[src/rtl/shift_pipe_pkg.sv]
// shift_pipe_pkg: shared widths, stage count and operation encodings for the shift pipeline
package shift_pipe_pkg;
  localparam int WIDTH = 16;
  localparam int CNT_W = 4;
  localparam int NUM_STAGES = 4;
  typedef enum logic [1:0] {
    OP_ROL = 2'b00,
    OP_SLL = 2'b01,
    OP_ROR = 2'b10,
    OP_SRL = 2'b11
  } op_e;
endpackage

[src/rtl/shift_pipe_if.sv]
// shift_pipe_if: request/result handshake bundle between a producer/consumer and the shift pipeline
interface shift_pipe_if import shift_pipe_pkg::*; #(
  parameter int WIDTH = shift_pipe_pkg::WIDTH,
  parameter int CNT_W = shift_pipe_pkg::CNT_W
);
  logic             in_valid;
  logic             in_ready;
  logic [WIDTH-1:0] in_data;
  logic [1:0]       in_op;
  logic [CNT_W-1:0] in_cnt;
  logic             out_valid;
  logic             out_ready;
  logic [WIDTH-1:0] out_data;
  modport master (
    output in_valid, in_data, in_op, in_cnt, out_ready,
    input  in_ready, out_valid, out_data
  );
  modport slave (
    input  in_valid, in_data, in_op, in_cnt, out_ready,
    output in_ready, out_valid, out_data
  );
endinterface

[src/rtl/shift_stage.sv]
// shift_stage: one fixed-distance rotate/shift step, bypassed when en is low
module shift_stage import shift_pipe_pkg::*; #(
  parameter int WIDTH = shift_pipe_pkg::WIDTH,
  parameter int DIST  = 1
) (
  input  logic [WIDTH-1:0] data,
  input  logic [1:0]       op,
  input  logic             en,
  output logic [WIDTH-1:0] y
);
  logic            right;
  logic            zero;
  logic [DIST-1:0] fill_l;
  logic [DIST-1:0] fill_r;
  always_comb begin
    right  = op == OP_ROR || op == OP_SRL;
    zero   = op == OP_SLL || op == OP_SRL;
    fill_l = zero ? '0 : data[WIDTH-1 -: DIST];
    fill_r = zero ? '0 : data[DIST-1:0];
    y      = !en ? data : right ? {fill_r, data[WIDTH-1:DIST]} : {data[WIDTH-1-DIST:0], fill_l};
  end
endmodule

[src/rtl/shift_pipe.sv]
// shift_pipe: four-stage elastic barrel shifter; stage k shifts by 2^k when cnt[k] is set
module shift_pipe import shift_pipe_pkg::*; #(
  parameter int WIDTH = shift_pipe_pkg::WIDTH,
  parameter int CNT_W = shift_pipe_pkg::CNT_W
) (
  input logic       clk,
  input logic       rst_n,
  shift_pipe_if.slave bus
);
  logic [NUM_STAGES-1:0] v_q;
  logic [NUM_STAGES-1:0] ld;
  logic [NUM_STAGES-1:0] src_v;
  logic [WIDTH-1:0]      d_q     [NUM_STAGES];
  logic [WIDTH-1:0]      src_d   [NUM_STAGES];
  logic [WIDTH-1:0]      sh      [NUM_STAGES];
  logic [1:0]            op_q    [NUM_STAGES];
  logic [1:0]            src_op  [NUM_STAGES];
  logic [CNT_W-1:0]      cnt_q   [NUM_STAGES];
  logic [CNT_W-1:0]      src_cnt [NUM_STAGES];
  for (genvar k = 0; k < NUM_STAGES; k++) begin : g_stage
    if (k == 0) begin : g_head
      assign src_v[k]   = bus.in_valid;
      assign src_d[k]   = bus.in_data;
      assign src_op[k]  = bus.in_op;
      assign src_cnt[k] = bus.in_cnt;
    end else begin : g_body
      assign src_v[k]   = v_q[k-1];
      assign src_d[k]   = d_q[k-1];
      assign src_op[k]  = op_q[k-1];
      assign src_cnt[k] = cnt_q[k-1];
    end
    // a stage may load unless it and every stage downstream are full with the output stalled
    assign ld[k] = bus.out_ready || !(&v_q[NUM_STAGES-1:k]);
    shift_stage #(.WIDTH(WIDTH), .DIST(1 << k)) u_stage (
      .data (src_d[k]),
      .op   (src_op[k]),
      .en   (src_cnt[k][k]),
      .y    (sh[k])
    );
  end
  assign bus.in_ready  = ld[0];
  assign bus.out_valid = v_q[NUM_STAGES-1];
  assign bus.out_data  = d_q[NUM_STAGES-1];
  always_ff @(posedge clk or negedge rst_n)
    if (!rst_n) v_q <= '0;
    else v_q <= (v_q & ~ld) | (src_v & ld);
  always_ff @(posedge clk)
    for (int i = 0; i < NUM_STAGES; i++)
      if (ld[i]) begin
        d_q[i]   <= sh[i];
        op_q[i]  <= src_op[i];
        cnt_q[i] <= src_cnt[i];
      end
endmodule

[src/flat_wrapper.sv]
// flat-port wrapper written by rule: the top's interface ports become plain ports
module shift_pipe_flat import shift_pipe_pkg::*;
#(
  parameter int WIDTH = shift_pipe_pkg::WIDTH,
  parameter int CNT_W = shift_pipe_pkg::CNT_W
)
  (clk, rst_n, bus_in_valid, bus_in_data, bus_in_op, bus_in_cnt, bus_out_ready, bus_in_ready, bus_out_valid, bus_out_data);
  shift_pipe_if #(.WIDTH(WIDTH), .CNT_W(CNT_W)) bus_i ();
  input logic clk;
  input logic rst_n;
  input wire logic [$bits(bus_i.in_valid)-1:0] bus_in_valid;
  input wire logic [$bits(bus_i.in_data)-1:0] bus_in_data;
  input wire logic [$bits(bus_i.in_op)-1:0] bus_in_op;
  input wire logic [$bits(bus_i.in_cnt)-1:0] bus_in_cnt;
  input wire logic [$bits(bus_i.out_ready)-1:0] bus_out_ready;
  output wire logic [$bits(bus_i.in_ready)-1:0] bus_in_ready;
  output wire logic [$bits(bus_i.out_valid)-1:0] bus_out_valid;
  output wire logic [$bits(bus_i.out_data)-1:0] bus_out_data;
  assign bus_i.in_valid = bus_in_valid;
  assign bus_i.in_data = bus_in_data;
  assign bus_i.in_op = bus_in_op;
  assign bus_i.in_cnt = bus_in_cnt;
  assign bus_i.out_ready = bus_out_ready;
  assign bus_in_ready = bus_i.in_ready;
  assign bus_out_valid = bus_i.out_valid;
  assign bus_out_data = bus_i.out_data;
  shift_pipe #(.WIDTH(WIDTH), .CNT_W(CNT_W)) u_core (.clk(clk), .rst_n(rst_n), .bus(bus_i));
endmodule
[config.mk]
export PLATFORM = sky130hd
export DESIGN_NAME = shift_pipe_flat
export DESIGN_NICKNAME = d
export VERILOG_FILES = /design/src/rtl/shift_pipe_pkg.sv /design/src/rtl/shift_pipe_if.sv /design/src/rtl/shift_stage.sv /design/src/rtl/shift_pipe.sv /design/src/flat_wrapper.sv
export SDC_FILE = /design/constraint.sdc
export NUM_CORES = 1
export LEC_CHECK = 0
export BUFFER_PORTS_ARGS = -buffer_cell sky130_fd_sc_hd__clkbuf_2
export CAP_MARGIN = 20
export CORE_ASPECT_RATIO = 0.6
export CORE_MARGIN = 2
export CORE_UTILIZATION = 30
export CTS_BUF_LIST = sky130_fd_sc_hd__clkbuf_2
export CTS_CLUSTER_DIAMETER = 40
export CTS_CLUSTER_SIZE = 24
export DETAILED_ROUTE_END_ITERATION = 8
export PLACE_DENSITY_LB_ADDON = 0.1
export RECOVER_POWER = 50
export SLEW_MARGIN = 20
export SYNTH_ARGS = -nofsm -noshare
export SYNTH_HDL_FRONTEND = slang
export SYNTH_HIERARCHICAL = 1
export SYNTH_SLANG_ARGS = --single-unit
[constraint.sdc]
create_clock -name clk -period 2.3 [get_ports clk]
set_input_delay 0.345 -clock clk [delete_from_list [all_inputs] [get_ports clk]]
set_output_delay 0.345 -clock clk [all_outputs]
set_load 0.01 [all_outputs]
==> qor.csv, run 1 <==
stage,metric,value,unit
power_and_ir_drop,total power consumption of the routed design,3.52,mW
finish,Final Non-Filler Cells,538,
timing,Max Freq,489,MHz
clock_tree,clock edge transition at the registers on the reported setup and hold paths,0.21,ns
setup_path,Worst Path Arrival,1.70,ns
setup_path,category of the worst setup path launch point,register,
timing,final critical delay including setup and external delays,2.05,ns
finish,Total Nets Final,389,
placement,standard cell area after detailed placement,4210,um2
timing,"Period Utilization, post-route",88.9,%
route,aggregate routed wire length,7480,um
power_and_ir_drop,areal power density over the cells,811,nW/um2
power_and_ir_drop,maximum VDD drop,0.294,mV
logic_synthesis,Ys Warns,6,
logic_synthesis,Synth Register Bits,80,
logic_synthesis,most common cell in the synthesized netlist,sky130_fd_sc_hd__edfxtp_1,
timing,Layout Skew,0.0217,ns
clock_tree,clock tree from TritonCTS,done,
clock_tree,Clk Tree Root Cell,sky130_fd_sc_hd__clkbuf_2,
logic_synthesis,Mapped Cells,317,
power_and_ir_drop,P_leak,1.73,nW
setup_path,"Cell Chain, Critical Path",nor2b_1 -> nand4_1 -> buf_4 -> clkbuf_2,
placement,Post-Place Setup Slack,0.674,ns
logic_synthesis,"Top FF cell, synth",sky130_fd_sc_hd__edfxtp_1,
floorplanning,standard cell core area,12700,um2
logic_synthesis,distinct cell type count of the synthesized netlist,24,
setup_path,Crit Path Max Fanout,22,
setup_path,Worst path slowest cell,sky130_fd_sc_hd__dfrtp_1,
finish,share of cells above drive strength 1,19.3,%
logic_synthesis,Synth top cells by count,"sky130_fd_sc_hd__edfxtp_1 (76), sky130_fd_sc_hd__nor2_1 (48), sky130_fd_sc_hd__a21oi_1 (34), sky130_fd_sc_hd__mux2i_1 (34), sky130_fd_sc_hd__nand2_1 (23)",
floorplanning,Initial Utilization,30.5,%
run_status,result of the run,finished clean,
logic_synthesis,fraction of post-synthesis cell area in the top cell type by area,58.8,%
route,Final ANT Viol Nets,0,
timing,setup TNS after final layout,0,ns
clock_tree,source-to-sink clock delay at the later pin of the worst-skew pair,0.53,ns
timing,RSZ-0062 raised after global routing,no,
placement,Cells after DPL,516,
floorplanning,floorplan die height,92.1,um
logic_synthesis,cell types with the largest area share after synthesis,"sky130_fd_sc_hd__edfxtp_1 (59%), sky130_fd_sc_hd__mux2i_1 (8.8%), sky130_fd_sc_hd__nor2_1 (4.6%)",
setup_path,Worst EP required,1.96,ns
global_route,initial antenna violation count,0,
hold_path,path category of the worst min-delay check,in2async,
floorplanning,overall die area,13900,um2
logic_synthesis,biggest area consumer among synthesized cells,sky130_fd_sc_hd__edfxtp_1,
global_route,maximum number of pins on one net before global-route repair,33,
floorplanning,number of rows in the core area,32,
route,vias after detailed routing,2443,
timing,Worst Hold Slack,0.147,ns
global_route,global-route wire length before repair,12800,um
timing,# setup viols final,0,
setup_path,delay of the slowest cell on the worst path,0.46,ns
route,first-pass detailed-route iteration total,4,
route,count of routing violations after the opening detailed-route iteration,140,
placement,Final GP Congestion,0.714,
clock_tree,Max Buffers Root-to-Sink,2,
logic_synthesis,mean post-synth cell area,12.2,um2
finish,area delta synth->final,11.9,%
placement,detailed placement HPWL,5380,um
timing,headroom to the max-slew limit,21.8,%
route,per-cell routed wire length,13.9,um
setup_path,kind of end point of the critical path,primary output,
timing,"Worst Setup Slack, final",0.254,ns
logic_synthesis,"EDFF count, synth",76,
timing,worst-margin pin slew,1.17,ns
clock_tree,TritonCTS Buffers,9,
global_route,number of global-route vias before repair,2518,
logic_synthesis,share of synthesized registers carrying an async set or reset,5.00,%
clock_tree,Sink Count,80,
route,routed via count divided by cell count,4.54,
global_route,total routing resource utilization after global routing,12.1,%
finish,fraction of the core area covered by cells at the end of the flow,34.1,%
timing,final number of max-transition violations,0,
logic_synthesis,Post-Syn Area,3880,um2
setup_path,critical path class,reg2out,
logic_synthesis,share of the yosys chip area belonging to registers,61.4,%
global_route,GRT Residual Overflow,0,
floorplanning,overall die width,151,um
finish,Layout Cell Area excl Fill,4340,um2
floorplanning,number of I/O pins,44,
job,max-cap violation count,0,
finish,antenna cell count,0,
logic_synthesis,Mapped Nets,343,
route,total DRC errors in the routed layout,0,
placement,IO Port Bufs,43,
timing,final hold violations,0,
clock_tree,H-tree depth,3,
report_power, final:
group	leakage, nW	switching [mW]	internal [mW]
registers	0.805	0.179	1.92
clock network	0.0725	0.511	0.261
logic	0.852	0.359	0.288
total	1.73	1.05	2.47
layout make-up:
cell class	count	area, um2
fill	1309	8390
sequential	80	2380
multi-input combinational	200	1250
timing repair buffer	55	307
tap	170	213
clock inverter	6	68.8
inverter	17	63.8
clock buffer	10	50.0
logic make-up (layout without fill, tap and decap cells):
| logic type | Yosys count | count (layout) | share of synthesized area, % |
|---|---|---|---|
| and+or+nand+nor | 101 | 101 | 12.7 |
| DFF | 80 | 80 | 61.4 |
| muxes | 34 | 34 | 8.77 |
| buffers and inverters | 37 | 88 | 5.39 |
| AOI/OAI and AO/OA | 65 | 65 | 11.7 |
critical path: cells and delay by family, from the launching register on:
family,cells,cell delay (ns)
buffers and inverters,2,0.47
flip-flops,1,0.46
AND/OR/NAND/NOR,2,0.25
sequential cells by signal (all words and copies together) (netlist names), named ones only:
| signal | count |
|---|---|
| u_core/cnt_q | 6 |
| u_core/d_q | 64 |
| u_core/op_q | 6 |
timing repair:
item / in CTS / in global routing
buffers inserted: 0 / 0
resized for setup: 0 / 0
hold buffers: 6 / 0
endpoints found under the hold margin: 9 / 0
final timing paths:
| path | start | end | slack [ns] | depth (start not counted) |
|---|---|---|---|---|
| max | register | bus_in_ready | 0.25 | 4 |
| min | rst_n | async pin | 0.15 | 2 |
| max reg2reg | register | u_core/d_q[1][0] | 0.48 | 2 |
| min reg2reg | u_core/cnt_q[0][3] | u_core/cnt_q[1][3] | 0.45 | 0 |
| max in group asynchronous | rst_n | async pin | 1.97 | 2 |
| min in group clk | bus_in_data[7] | u_core/d_q[0][7] | 0.15 | 3 |
routing by layer:
| metal | wire length [um] | up-vias | part of all wire [%] | GRT usage (%) |
|---|---|---|---|---|
| met5 | 0 | - | 0 | 0 |
| met4 | 33 | 0 | 0.44 | 3.35 |
| met3 | 247 | 2 | 3.3 | 3.73 |
| met2 | 3140 | 41 | 42 | 17.5 |
| met1 | 4050 | 1152 | 54 | 17.3 |
| li1 | - | 1248 | - | - |
placed cells by master (no fill, tap or decap), types with 2 or more instances in the layout:
master / instances
sky130_fd_sc_hd__mux2i_1: 34
sky130_fd_sc_hd__clkbuf_1: 5
sky130_fd_sc_hd__dfrtp_1: 4
sky130_fd_sc_hd__nand3b_1: 8
sky130_fd_sc_hd__nand2_1: 23
sky130_fd_sc_hd__or3b_1: 6
sky130_fd_sc_hd__dlygate4sd3_1: 6
sky130_fd_sc_hd__a31oi_1: 14
sky130_fd_sc_hd__a21oi_1: 34
sky130_fd_sc_hd__clkbuf_2: 51
sky130_fd_sc_hd__o22ai_2: 10
sky130_fd_sc_hd__inv_1: 17
sky130_fd_sc_hd__o22ai_1: 6
sky130_fd_sc_hd__buf_4: 3
sky130_fd_sc_hd__nand2b_1: 10
sky130_fd_sc_hd__nor2b_1: 2
sky130_fd_sc_hd__clkinv_4: 2
sky130_fd_sc_hd__nor2_1: 48
sky130_fd_sc_hd__edfxtp_1: 76
No activity file was read; power rests on OpenSTA's default activity.
==> inputs of run 2 (changes only) <==
Settings changed: ABC_AREA set to 1, GPL_TIMING_DRIVEN set to 0, PLACE_DENSITY_LB_ADDON 0.1 to 0.15.
==> qor.csv, run 2 <==
stage,metric,value,unit
setup_path,critical path class,reg2out,
clock_tree,clock edge transition at the registers on the reported setup and hold paths,0.22,ns
global_route,global-route wire length before repair,14200,um
logic_synthesis,Mapped Cells,459,
floorplanning,standard cell core area,13000,um2
global_route,total routing resource utilization after global routing,12.8,%
timing,Max Freq,500,MHz
run_status,result of the run,finished clean,
logic_synthesis,Ys Warns,6,
global_route,initial antenna violation count,0,
timing,headroom to the max-slew limit,41.1,%
logic_synthesis,Post-Syn Area,4020,um2
setup_path,category of the worst setup path launch point,register,
finish,number of flip-flops in the largest register,64,
floorplanning,floorplan die height,93.6,um
finish,fraction of the core area covered by cells at the end of the flow,35.0,%
floorplanning,overall die area,14400,um2
route,first-pass detailed-route iteration total,5,
logic_synthesis,Synth Register Bits,80,
logic_synthesis,share of synthesized registers carrying an async set or reset,5.00,%
logic_synthesis,share of the yosys chip area belonging to registers,59.3,%
finish,register with the most flip-flops,u_core/d_q,
route,count of routing violations after the opening detailed-route iteration,279,
clock_tree,TritonCTS Buffers,9,
setup_path,Worst EP required,1.96,ns
power_and_ir_drop,maximum VDD drop,0.222,mV
floorplanning,number of I/O pins,44,
route,routed via count divided by cell count,4.50,
setup_path,Worst Path Arrival,1.66,ns
route,total DRC errors in the routed layout,0,
clock_tree,source-to-sink clock delay at the later pin of the worst-skew pair,0.54,ns
route,per-cell routed wire length,12.4,um
clock_tree,clock tree from TritonCTS,done,
finish,count of fill cells added during filler insertion,1356,
placement,Final GP Congestion,0.816,
setup_path,endpoint of the most critical register-to-register path,u_core/d_q[2][14],
timing,final hold violations,0,
clock_tree,Sink Count,80,
logic_synthesis,mean post-synth cell area,8.75,um2
timing,Worst Hold Slack,0.0986,ns
finish,share of cells above drive strength 1,14.1,%
logic_synthesis,Mapped Nets,485,
hold_path,path category of the worst min-delay check,in2reg,
timing,final number of max-transition violations,0,
power_and_ir_drop,total power consumption of the routed design,3.42,mW
clock_tree,Clk Tree Root Cell,sky130_fd_sc_hd__clkbuf_2,
setup_path,Crit Path Max Fanout,23,
logic_synthesis,Synth top cells by count,"sky130_fd_sc_hd__nand2_1 (205), sky130_fd_sc_hd__edfxtp_1 (76), sky130_fd_sc_hd__inv_1 (50)",
clock_tree,Max Buffers Root-to-Sink,2,
finish,largest registers in the final layout,"u_core/d_q (64), u_core/cnt_q (6), u_core/op_q (6)",
global_route,number of global-route vias before repair,2868,
route,aggregate routed wire length,8630,um
setup_path,worst reg2reg path depth,7,
finish,"leading cell types in the layout, fill and taps excluded","sky130_fd_sc_hd__nand2_1 (204), sky130_fd_sc_hd__edfxtp_1 (76), sky130_fd_sc_hd__inv_1 (52)",
timing,"Period Utilization, post-route",87.0,%
clock_tree,H-tree depth,3,
logic_synthesis,"EDFF count, synth",76,
route,vias after detailed routing,3130,
logic_synthesis,"Top FF cell, synth",sky130_fd_sc_hd__edfxtp_1,
finish,most frequent standard cell in the layout excluding fill and tap cells,sky130_fd_sc_hd__nand2_1,
logic_synthesis,distinct cell type count of the synthesized netlist,19,
power_and_ir_drop,P_leak,2.19,nW
setup_path,Critical R2R Launch,u_core/op_q[1][1],
finish,area delta synth->final,13.1,%
logic_synthesis,most common cell in the synthesized netlist,sky130_fd_sc_hd__nand2_1,
hold_path,launch instance of the worst min-delay path,bus_in_data[1],
floorplanning,number of rows in the core area,32,
timing,Layout Skew,0.0314,ns
logic_synthesis,fraction of post-synthesis cell area in the top cell type by area,56.8,%
job,max-cap violation count,0,
timing,setup TNS after final layout,0,ns
timing,# setup viols final,0,
placement,IO Port Bufs,43,
finish,Total Nets Final,546,
setup_path,R2R setup slack,0.38,ns
hold_path,capture endpoint of the worst hold path,u_core/d_q[0][1],
logic_synthesis,biggest area consumer among synthesized cells,sky130_fd_sc_hd__edfxtp_1,
global_route,maximum number of pins on one net before global-route repair,24,
setup_path,kind of end point of the critical path,primary output,
power_and_ir_drop,areal power density over the cells,754,nW/um2
route,Final ANT Viol Nets,0,
timing,final critical delay including setup and external delays,2.00,ns
placement,detailed placement HPWL,6640,um
timing,RSZ-0062 raised after global routing,no,
floorplanning,overall die width,153,um
logic_synthesis,cell types with the largest area share after synthesis,"sky130_fd_sc_hd__edfxtp_1 (57%), sky130_fd_sc_hd__nand2_1 (19%), sky130_fd_sc_hd__inv_1 (4.7%)",
timing,worst-margin pin slew,0.882,ns
floorplanning,Initial Utilization,31.0,%
global_route,GRT Residual Overflow,0,
hold_path,Worst Hold Depth,3,
finish,antenna cell count,0,
clock_tree,buffers inserted during post-CTS setup optimization,0,
[run 2: cell types whose count changed in the layout (fill, tap and decap cells not counted), sizes merged, moves of 10 or more]
cell,delta
nand2,+184
inv,+36
mux2i,-34
o21ai,+34
nand3,+23
a21oi,-21
nor2,-20
o22ai,-16
a31oi,-14
nand2b,-10
[run 2: how the worst max path moves through the flow]
stage	slack, ns	start	endpoint	cells after the start
finish	0.30	register	bus_in_ready	4
global placement	0.46	bus_out_ready	bus_in_ready	4
floorplan	0.84	register	u_core/cnt_q[0][1]	3
detailed placement	0.41	register	bus_in_ready	4
global route	0.13	register	bus_in_ready	4
CTS	0.07	register	bus_in_ready	4
[run 2: timing repair]
| action | 4_1_cts | 5_1_grt |
|---|---|---|
| endpoints found under the hold margin | 10 | 0 |
| setup endpoints to repair | 1 | 1 |
| gates cloned | 0 | 0 |
| hold buffers | 7 | 0 |
| gates resized for setup | 1 | 1 |
[run 2: layout make-up]
class / count / area [um2] / area share, %
repair buffers: 50 / 283 / 6.23
multi-input cells: 305 / 1260 / 27.7
clock buffers: 10 / 50.0 / 1.10
inverters: 55 / 208 / 4.57
flip-flops and latches: 80 / 2380 / 52.5
plain buffers: 19 / 111 / 2.45
well taps: 170 / 213 / 4.68
clock inverters: 6 / 36.3 / 0.799
[run 2: layer usage]
metal / up-vias / global-route usage (%) / part of all wire [%]
li1: 1582 / - / -
met3: 10 / 3.66 / 5.9
met2: 88 / 16.7 / 37
met1: 1450 / 19.9 / 56
met5: - / 0 / 0
met4: 0 / 4.05 / 1.2
[run 2: cells by family after synthesis]
logic type	count (synthesis)	share of synthesized area (%)
AND/OR/NAND/NOR	258	25.2
AO/OA/AOI/OAI	47	6.05
flip-flops	80	59.3
buffers and inverters	74	9.41
[run 2: critical path, cell delays in order (launching register included)]
cell and delay (ns):
sky130_fd_sc_hd__dfrtp_1 0.43, sky130_fd_sc_hd__nand2_1 0.08, sky130_fd_sc_hd__nor2_2 0.18, sky130_fd_sc_hd__nand2_4 0.22
sky130_fd_sc_hd__clkbuf_2 0.20
[run 2: power breakdown]
| part | internal, mW | switching (mW) |
|---|---|---|
| combinational | 0.257 | 0.472 |
| sequential | 1.93 | 0.151 |
| clock | 0.139 | 0.472 |
| total | 2.33 | 1.09 |
[run 2: through the flow]
stage / worst slack (ns) / cell area (um2) / instances
2_1_floorplan: 0.839 / 4020 / 459
3_3_place_gp: 0.464 / 4440 / 672
3_5_place_dp: 0.413 / 4440 / 672
4_1_cts: 0.0678 / 4600 / 695
5_1_grt: 0.128 / 4540 / 695
6_report: 0.298 / 4540 / 695
